<file path="config.mk">
export PLATFORM = sky130hd
export DESIGN_NAME = pattern_match_ctrl
export DESIGN_NICKNAME = d
export VERILOG_FILES = /design/src/rtl/pattern_match_ctrl.sv
export SDC_FILE = /design/constraint.sdc
export NUM_CORES = 1
export LEC_CHECK = 0
export ABC_AREA = 1
export BUFFER_PORTS_ARGS = -buffer_cell sky130_fd_sc_hd__buf_2
export CAP_MARGIN = 40
export CORE_MARGIN = 4
export CORE_UTILIZATION = 38
export CTS_CLUSTER_DIAMETER = 60
export CTS_CLUSTER_SIZE = 25
export DETAILED_ROUTE_END_ITERATION = 10
export GPL_TIMING_DRIVEN = 1
export PLACE_DENSITY = 0.62
export SLEW_MARGIN = 20
export SYNTH_ARGS = -nofsm -noshare
export SYNTH_HDL_FRONTEND = slang
export SYNTH_SLANG_ARGS = --single-unit
</file>
<file path="constraint.sdc">
create_clock -name clk -period 3.1 [get_ports clk]
set_clock_uncertainty 0.2 [all_clocks]
set_input_delay 0.465 -clock clk [delete_from_list [all_inputs] [get_ports clk]]
set_output_delay 0.465 -clock clk [all_outputs]
set_load 0.05 [all_outputs]
</file>
<file path="src/rtl/pattern_match_ctrl.sv">
// -----------------------------------------------------------------------------
// pattern_match_ctrl
//
// Serial bit-pattern detector with a small run controller. A configurable
// pattern of 1..MAX_LEN bits is compared against the most recent bits received
// on x while the block is armed. Each detection produces a one-cycle match
// pulse and bumps a saturating match counter. A non-zero target count ends
// the run automatically.
//
// Ports
//   clk          single clock, rising-edge
//   rst_n        asynchronous active-low reset
//   cfg_we       configuration write strobe (accepted only in IDLE)
//   cfg_pattern  pattern bits; bit [len-1] is the first serial bit expected
//   cfg_len      pattern length, legal 1..MAX_LEN
//   cfg_overlap  1 = overlapping detection, 0 = restart after each match
//   cfg_target   match count that ends a run; 0 = unlimited
//   start        arm request (from IDLE or DONE)
//   abort        return to IDLE (from ARMED or DONE)
//   x_valid      qualifies x
//   x            serial data bit
//   busy         high while ARMED
//   match        one-cycle pulse, the cycle after the accepting edge
//   match_cnt    matches counted in the current run
//   done         high while in DONE
//   cfg_err      one-cycle pulse after a rejected configuration write
//
// MAX_LEN must lie in 2..15 because cfg_len is four bits wide.
// -----------------------------------------------------------------------------
module pattern_match_ctrl #(
  parameter int MAX_LEN = 8,
  parameter int CNT_W   = 8
) (
  input  logic               clk,
  input  logic               rst_n,
  input  logic               cfg_we,
  input  logic [MAX_LEN-1:0] cfg_pattern,
  input  logic [3:0]         cfg_len,
  input  logic               cfg_overlap,
  input  logic [CNT_W-1:0]   cfg_target,
  input  logic               start,
  input  logic               abort,
  input  logic               x_valid,
  input  logic               x,
  output logic               busy,
  output logic               match,
  output logic [CNT_W-1:0]   match_cnt,
  output logic               done,
  output logic               cfg_err
);

  typedef enum logic [1:0] {
    S_IDLE  = 2'd0,
    S_ARMED = 2'd1,
    S_DONE  = 2'd2
  } state_t;

  localparam logic [3:0]         LEN_MAX = 4'(MAX_LEN);
  localparam logic [MAX_LEN-1:0] RST_PAT = MAX_LEN'(4'b1010);

  // Saturating increment of the match counter.
  function automatic logic [CNT_W-1:0] sat_inc_cnt(input logic [CNT_W-1:0] v);
    if (v == {CNT_W{1'b1}}) return v;
    else                    return v + 1'b1;
  endfunction

  // Fill counter saturates at MAX_LEN: once the history is full it stays full.
  function automatic logic [3:0] sat_inc_fill(input logic [3:0] v);
    if (v >= LEN_MAX) return LEN_MAX;
    else              return v + 4'd1;
  endfunction

  // Mask selecting the low 'len' bits of the history / pattern.
  function automatic logic [MAX_LEN-1:0] len_mask(input logic [3:0] len);
    logic [MAX_LEN-1:0] m;
    for (int i = 0; i < MAX_LEN; i++) m[i] = (4'(i) < len);
    return m;
  endfunction

  state_t             state_q,   state_d;
  logic [MAX_LEN-1:0] pat_q,     pat_d;
  logic [3:0]         len_q,     len_d;
  logic               ovl_q,     ovl_d;
  logic [CNT_W-1:0]   tgt_q,     tgt_d;
  logic [MAX_LEN-1:0] hist_q,    hist_d;
  logic [3:0]         fill_q,    fill_d;
  logic [CNT_W-1:0]   cnt_q,     cnt_d;
  logic               match_q,   match_d;
  logic               cfg_err_q, cfg_err_d;

  logic               cfg_ok;
  logic [MAX_LEN-1:0] hist_nx;
  logic [3:0]         fill_nx;
  logic [CNT_W-1:0]   cnt_inc;
  logic [MAX_LEN-1:0] mask;
  logic               hit;

  always_comb begin
    cfg_ok  = (cfg_len != 4'd0) && (cfg_len <= LEN_MAX);
    hist_nx = {hist_q[MAX_LEN-2:0], x};
    fill_nx = sat_inc_fill(fill_q);
    cnt_inc = sat_inc_cnt(cnt_q);
    mask    = len_mask(len_q);
    // Evaluated on the history/fill as they will be after this bit.
    hit     = (fill_nx >= len_q) && ((hist_nx & mask) == (pat_q & mask));
  end

  always_comb begin
    state_d   = state_q;
    pat_d     = pat_q;
    len_d     = len_q;
    ovl_d     = ovl_q;
    tgt_d     = tgt_q;
    hist_d    = hist_q;
    fill_d    = fill_q;
    cnt_d     = cnt_q;
    match_d   = 1'b0;
    cfg_err_d = 1'b0;

    if (cfg_we) begin
      if ((state_q == S_IDLE) && cfg_ok) begin
        pat_d = cfg_pattern;
        len_d = cfg_len;
        ovl_d = cfg_overlap;
        tgt_d = cfg_target;
      end else begin
        cfg_err_d = 1'b1;
      end
    end

    case (state_q)
      S_IDLE: begin
        // A configuration write in the same cycle takes precedence over start.
        if (start && !cfg_we) begin
          state_d = S_ARMED;
          hist_d  = '0;
          fill_d  = 4'd0;
          cnt_d   = '0;
        end
      end
      S_ARMED: begin
        // Abort wins over a same-cycle match: no pulse, no count.
        if (abort) begin
          state_d = S_IDLE;
        end else if (x_valid) begin
          hist_d = hist_nx;
          fill_d = fill_nx;
          if (hit) begin
            match_d = 1'b1;
            cnt_d   = cnt_inc;
            if (!ovl_q) fill_d = 4'd0;
            if ((tgt_q != '0) && (cnt_inc == tgt_q)) state_d = S_DONE;
          end
        end
      end
      S_DONE: begin
        if (abort) begin
          state_d = S_IDLE;
        end else if (start) begin
          state_d = S_ARMED;
          hist_d  = '0;
          fill_d  = 4'd0;
          cnt_d   = '0;
        end
      end
      default: state_d = S_IDLE;
    endcase
  end

  always_ff @(posedge clk or negedge rst_n) begin
    if (!rst_n) begin
      state_q   <= S_IDLE;
      pat_q     <= RST_PAT;
      len_q     <= 4'd4;
      ovl_q     <= 1'b1;
      tgt_q     <= '0;
      hist_q    <= '0;
      fill_q    <= 4'd0;
      cnt_q     <= '0;
      match_q   <= 1'b0;
      cfg_err_q <= 1'b0;
    end else begin
      state_q   <= state_d;
      pat_q     <= pat_d;
      len_q     <= len_d;
      ovl_q     <= ovl_d;
      tgt_q     <= tgt_d;
      hist_q    <= hist_d;
      fill_q    <= fill_d;
      cnt_q     <= cnt_d;
      match_q   <= match_d;
      cfg_err_q <= cfg_err_d;
    end
  end

  assign busy      = (state_q == S_ARMED);
  assign done      = (state_q == S_DONE);
  assign match     = match_q;
  assign match_cnt = cnt_q;
  assign cfg_err   = cfg_err_q;

endmodule

</file>
# ---- After elaboration in Yosys (flattened, before gate mapping)
# Index checks and enable logic that the tools add are counted.
dict set report classes {
  n_addsub 2
  n_lt_le_gt_ge 11
  eq_ne 15
  bitwise_logic 2
  mux 34
  n_reduce_logical 14
}
# op count
set op_table {}
lappend op_table {{8-bit 2-to-1 mux} 7}
lappend op_table {{4-bit 2-to-1 mux} 8}
lappend op_table {{8-bit one-hot mux with 3 select lines} 1}
lappend op_table {{7-bit one-hot mux with 3 select lines} 1}
lappend op_table {{8-bit AND} 2}
lappend op_table {{8-bit equality test} 2}
lappend op_table {{3-bit by 4-bit < comparator with 1-bit output (first input constant)} 4}
lappend op_table {{2-bit 2-to-1 mux} 7}
lappend op_table {{7-bit 2-to-1 mux} 2}
lappend op_table {{4-bit one-hot mux with 3 select lines} 1}
lappend op_table {{8-bit by 1-bit adder with 8-bit output (second input constant)} 1}
lappend op_table {{8-bit equality test (second input constant)} 1}
lappend op_table {{1-bit by 4-bit < comparator with 1-bit output (first input constant)} 2}
lappend op_table {{2-bit by 4-bit < comparator with 1-bit output (first input constant)} 2}
lappend op_table {{2-bit != test (second input constant)} 4}
lappend op_table {{8-bit nonzero test} 1}
lappend op_table {{7-bit AND reduction} 1}
lappend op_table {{1-bit 2-to-1 mux} 6}
lappend op_table {{3-bit by 2-bit != test with 1-bit output (second input constant)} 2}
lappend op_table {{3-bit != test (second input constant)} 2}
lappend op_table {{2-bit one-hot mux with 3 select lines} 1}
lappend op_table {{6-bit AND reduction} 1}
lappend op_table {{1-bit logical AND} 5}
lappend op_table {{5-bit AND reduction} 1}
lappend op_table {{other kinds (12)} 13}
dict set report totals {
  word_cells 88
  out_inout_bits 12
  reg_bits 44
  in_bits 28
}

# ---- Longest topological paths before layout
dict set report logic_depth {
  word_depth 9
  ltp_mapped 15
  ltp_nobuf 15
}

# ---- Least setup slack after synthesis
# Ideal clock, no wire load.
dict set report synth_timing {
  path_kind {reg2reg}
  start {reg fill_q[0]}
  end {reg cnt_q[1], in the netlist match_cnt[1]}
  path_buffers 0
  period_less_slack_ns 2.239
  slack_ns 0.861
  stages_incl_launch_ff 15
  arrival_time_ns 1.914
  setup_time_ns 0.126
  t_required_ns 2.774
  cell_sequence {dfrtp_1 -> inv_1 -> ha_1 -> nand2_1 -> inv_1 -> ha_1 -> inv_1 -> o21bai_1 -> nand3_1 -> nand3_1 -> nand3_2 -> a21oi_4 -> inv_2 -> nand2_1 -> o31ai_1}
}
dict set report synth_between {
  elab_chain_len 6
  elab_cells_between_ends 7
  cone_classes {add/sub: 1; order compare: 2; eq/ne: 1; mux: 1; reduce/logical: 2}
}
# item line_no
set synth_lines {}
lappend synth_lines {{start: declaration} 86} ;# logic [3:0] fill_q, fill_d;
lappend synth_lines {{start signal: assignment} 189} ;# fill_q <= fill_d;
lappend synth_lines {{4-bit by 1-bit adder with 4-bit output / 4-bit greater-or-equal comparator (equally long branches)} {70, 69}}
lappend synth_lines {{4-bit 2-to-1 mux *} 69} ;# if (v >= LEN_MAX) return LEN_MAX;
lappend synth_lines {{4-bit greater-or-equal comparator *} 105} ;# hit = (fill_nx >= len_q) && ((hist_nx & mask) == (pat_q & mask));
lappend synth_lines {{1-bit logical AND *} 105}
lappend synth_lines {{2-bit by 1-bit != test with 1-bit output (no line) *} -}
lappend synth_lines {{7-bit AND reduction (no line) *} -}
lappend synth_lines {{end signal: assignment} 190} ;# cnt_q <= cnt_d;
lappend synth_lines {{end: declaration} 87} ;# logic [CNT_W-1:0] cnt_q, cnt_d;
# Every way passes the cells marked *; elsewhere a longest branch is shown, timed or not.
# A chain may end at the register's enable or synchronous reset.

# ---- Final worst setup path
# Same ends and word-level chain as after synthesis.

==> flow_results.org <==
** Status
- Outcome :: completed

** Setup path
- Kind of critical path :: reg2reg
- The slowest stage of the critical path belongs to the cell sky130_fd_sc_hd__dfrtp_1.
- Crit-path most repeated cell :: sky130_fd_sc_hd__inv_1
- Type of origin of the critical path :: flop
- In this design, the largest share of critical-path delay is due to adder cells.
- Slack of the worst reg-to-reg path :: 0.62 ns
- Max Fanout on Critical Path :: 7
- Critical path arrival :: between 2 and 2.5 ns
- WP data required :: approximately 3.1 ns
- For this run, the slowest stage of the critical path takes around 0.38 ns.
- Endpoint class of the critical path :: flop
- Ordered cell list for the critical path :: inv_1 -> ha_1 -> nand2_1 -> inv_1 -> ha_1 -> inv_1 -> o21bai_1 -> nand3_1 -> nand3_1 -> nand3_2 -> a21oi_4 -> inv_2 -> nand2_1 -> o31ai_1
- Counting both buffers and inverters, the worst setup path holds a total of 4.

** Clock tree
- Maximum clock insertion buffer count :: 2
- Insertion delay of the later-clocked pin in the worst-skew pair :: 0.31 ns
- Clk Tree Root Cell :: sky130_fd_sc_hd__clkbuf_8
- The clock tree synthesis step divided the H-tree into 2 levels.
- After clock tree synthesis, the repair step resized 0 gates.
- TritonCTS clock tree :: built
- Clock slew seen by the registers of the worst setup and hold paths :: approximately 0.080 ns
- Clock buffers created by TritonCTS :: 5
- Clock tree sinks :: between 40 and 50

** Global route
- Entering global routing, the biggest net connects 26 pins.
- Global routing finished with a remaining overflow of 0.
- In the global route stage, overall resource usage came out at approximately 15%.
- Wire length of the first global-routing pass :: between 10000 and 15000 um
- The initial antenna violation count was 0.
- The via count of the first global-routing pass was around 2200.

** Die
- Height of the die :: 90.3 um
- The floorplan has 29 rows.
- Area of the die :: 8160 um2
- Ports placed on the boundary :: 40
- Effective utilization at floorplan :: roughly two fifths
- Die outline width :: ~90 um
- The floorplan step defined a core boundary enclosing 6460 um2.

** Timing
- Share of the clock period used by the worst path :: between 80 and 90%
- Sum Neg Setup Slack :: 0 ns
- The max-slew violation count is 0.
- For this run, the top clock speed supported by timing is about 400 MHz.
- Worst max-slew margin expressed relative to the limit :: 67.2%
- Post-layout min period :: 2.48 ns
- Worst Hold Margin :: ~0.19 ns
- Hold Vio Cnt, Final :: 0
- For the pin with the worst max-slew slack, the measured transition is between 0.4 and 0.5 ns.
- Setup-violating endpoint count in the final report :: 0
- Setup repair after global routing left no endpoint under its margin.

** Synth
- The Yosys step of the flow raised 0 warnings.
- Cell accounting for the most synthesized area :: sky130_fd_sc_hd__dfrtp_1
- Area share of the largest cell type after synthesis :: slightly below 40%
- Dividing the synthesized area by the synthesized cell count gives approximately 7.8 um2.
- Counting instances in the post-synthesis netlist gives the leading cell types as sky130_fd_sc_hd__nand2_1, sky130_fd_sc_hd__inv_1, sky130_fd_sc_hd__dfrtp_1.
- Count of flip-flops with a built-in enable after synthesis :: 0
- Number of nets produced by synthesis :: between 300 and 400
- Adder and majority cell fraction of the synthesized area :: under 10%
- Cells taking the most area after synthesis :: sky130_fd_sc_hd__dfrtp_1, sky130_fd_sc_hd__nand2_1, sky130_fd_sc_hd__inv_1
- After Yosys synthesis, and, or, nand and nor cells account for 30.0% of the synthesized area.
- The cell area that synthesis handed to floorplanning was around 2600 um2.
- The most common cell in the synthesized netlist is sky130_fd_sc_hd__nand2_1.
- Of the post-synthesis cell area, the part taken by muxes is under 10%.
- The share of the Yosys chip area taken by registers is approximately 43%.
- Counting every instance in the synthesized netlist gives between 300 and 400.
- Largest family of logic cells by synthesized area :: simple AND/OR/NAND/NOR gates
- Number of flip-flops and latches in the synthesized netlist :: 44
- In the synthesized netlist the async set-or-reset flop fraction comes to between 90% and 100%.
- Xor and xnor fraction of the mapped netlist area :: approximately 2.3%
- Summing the areas of all compound-gate instances in the mapped netlist gives ~10% of the synthesized area.
- Most frequently used flop master after synthesis :: sky130_fd_sc_hd__dfrtp_1
- The netlist uses 33 different library cells.

** Cells and area
- The finished cells cover 3030 um2.
- From synthesis to final layout, the design area changed by 17.5%.
- Layout cell share with drive strength beyond 1 :: between 20% and 30%
- Inserted Diodes :: 0
- In the final design database the tool counted 414 nets.
- Cells fill around 47% of the core in the end.

** Placement
- Post-detailed-placement half-perimeter wirelength :: 4630 um
- Post-detailed-placement cell area :: slightly below 3000 um2
- At the end of routability-driven placement, the weighted congestion stood at around 0.82.
- During placement, the flow inserted port buffers numbering 39.

** Hold path
- Min-delay worst type :: in2reg

** Detailed routing
- In the final routed layout, each cell accounts on average for ~13 um.
- The detailed router finished its first iteration with just under 70 violations.
- Number of remaining DRC errors :: 0
- Summed over all layers, the routed wires come to 5930 um.
- Detailed-route via count :: 2232
- Remaining number of nets flagged by the antenna check after routing :: 0
- Number of detailed-route iterations in the first pass :: 4
- DR vias/cell :: between 4 and 5

** Pwr
- The analysis attributes to cell leakage a power of 0.00159 uW.
- Peak supply drop :: around 0.37 mV
- Pwr dens :: around 880 nW/um2

** Flow run
- Count of maximum capacitance violations :: 0
[state kept, by name, indices dropped and copies added, names as in the netlist]
register   count
pat_q          8
tgt_q          8
hist_q         7
ovl_q          1
cfg_err        1
state_q        2
len_q          4
match_cnt      8
match          1
fill_q         4
[stage by stage]
stage	cells	worst slack (ns)	power [uW]
floorplan	332	0.861	1860
global placement	447	0.728	2120
detailed placement	448	0.651	2170
CTS	457	0.619	2670
global route	457	0.389	2890
finish	457	0.615	2650
[cells by family after synthesis]
logic type,count (synthesis)
muxes,6
adders and majority gates,7
DFF,44
buffers and inverters,60
AOI/OAI and AO/OA,42
xor gates and xnor gates,6
and+or+nand+nor,167
[placed cells by master, fill, tap and decap left out, drive strengths merged, types with 2 or more instances in the layout]
cell type	n
a21oi	17
buf	42
clkbuf	7
dfrtp	40
dfstp	4
ha	7
inv	56
mux2	6
nand2	88
nand3	30
nand4	4
nor2	40
nor3	3
o21ai	10
o21bai	2
o22ai	9
xnor2	2
xor2	4
[area by class of cell]
class | instances | area (um2)
repair buffers | 43 | 240
flip-flops and latches | 44 | 1110
well taps | 77 | 96.3
fillers | 668 | 3430
clock buffers | 7 | 96.3
inverters | 57 | 214
clock inverters | 1 | 30.0
multi-input cells | 228 | 1240
[where the power goes]
part	leakage (uW)	switching, uW	internal [uW]
registers	0.000544	173	799
logic	0.000984	757	430
clock network	0.0000645	208	285
[worst register-to-register path, stage by stage, from the launching register on]
cell and delay [ns]:
sky130_fd_sc_hd__dfrtp_1 0.38, sky130_fd_sc_hd__inv_1 0.08, sky130_fd_sc_hd__ha_1 0.29, sky130_fd_sc_hd__nand2_1 0.09, sky130_fd_sc_hd__inv_1 0.05, sky130_fd_sc_hd__ha_1 0.28, sky130_fd_sc_hd__inv_1 0.05, sky130_fd_sc_hd__o21bai_1 0.12
sky130_fd_sc_hd__nand3_1 0.08, sky130_fd_sc_hd__nand3_1 0.11, sky130_fd_sc_hd__nand3_2 0.17, sky130_fd_sc_hd__a21oi_4 0.29, sky130_fd_sc_hd__inv_2 0.06, sky130_fd_sc_hd__nand2_1 0.06, sky130_fd_sc_hd__o31ai_1 0.06
[final timing paths]
kind | from | endpoint | cells past startpoint
worst max-delay path | fill_q[0] | match_cnt[1] | 14
worst min-delay path | cfg_we | cfg_err | 3
worst max register to register | fill_q[0] | match_cnt[1] | 14
worst min register to register | pat_q[1] | pat_q[1] | 2
max in group asynchronous | rst_n | pat_q[1] | 3
min in group asynchronous | rst_n | tgt_q[4] | 2
[layer usage]
metal  share of wire [%]  global-route usage, %  vias to the layer above
li1                    -                      -                     1151
met1                  47                   20.0                     1039
met2                  47                   25.6                       35
met3                 4.3                   3.17                        7
met4                 1.4                   5.10                        0
met5                   0                      0                        -
[repair_timing]
item | CTS | global route
endpoints found under the hold margin | 16 | 0
hold buffers | 1 | 0
setup buffers | 0 | 0
Note: power is estimated with default switching activity, not from simulation.
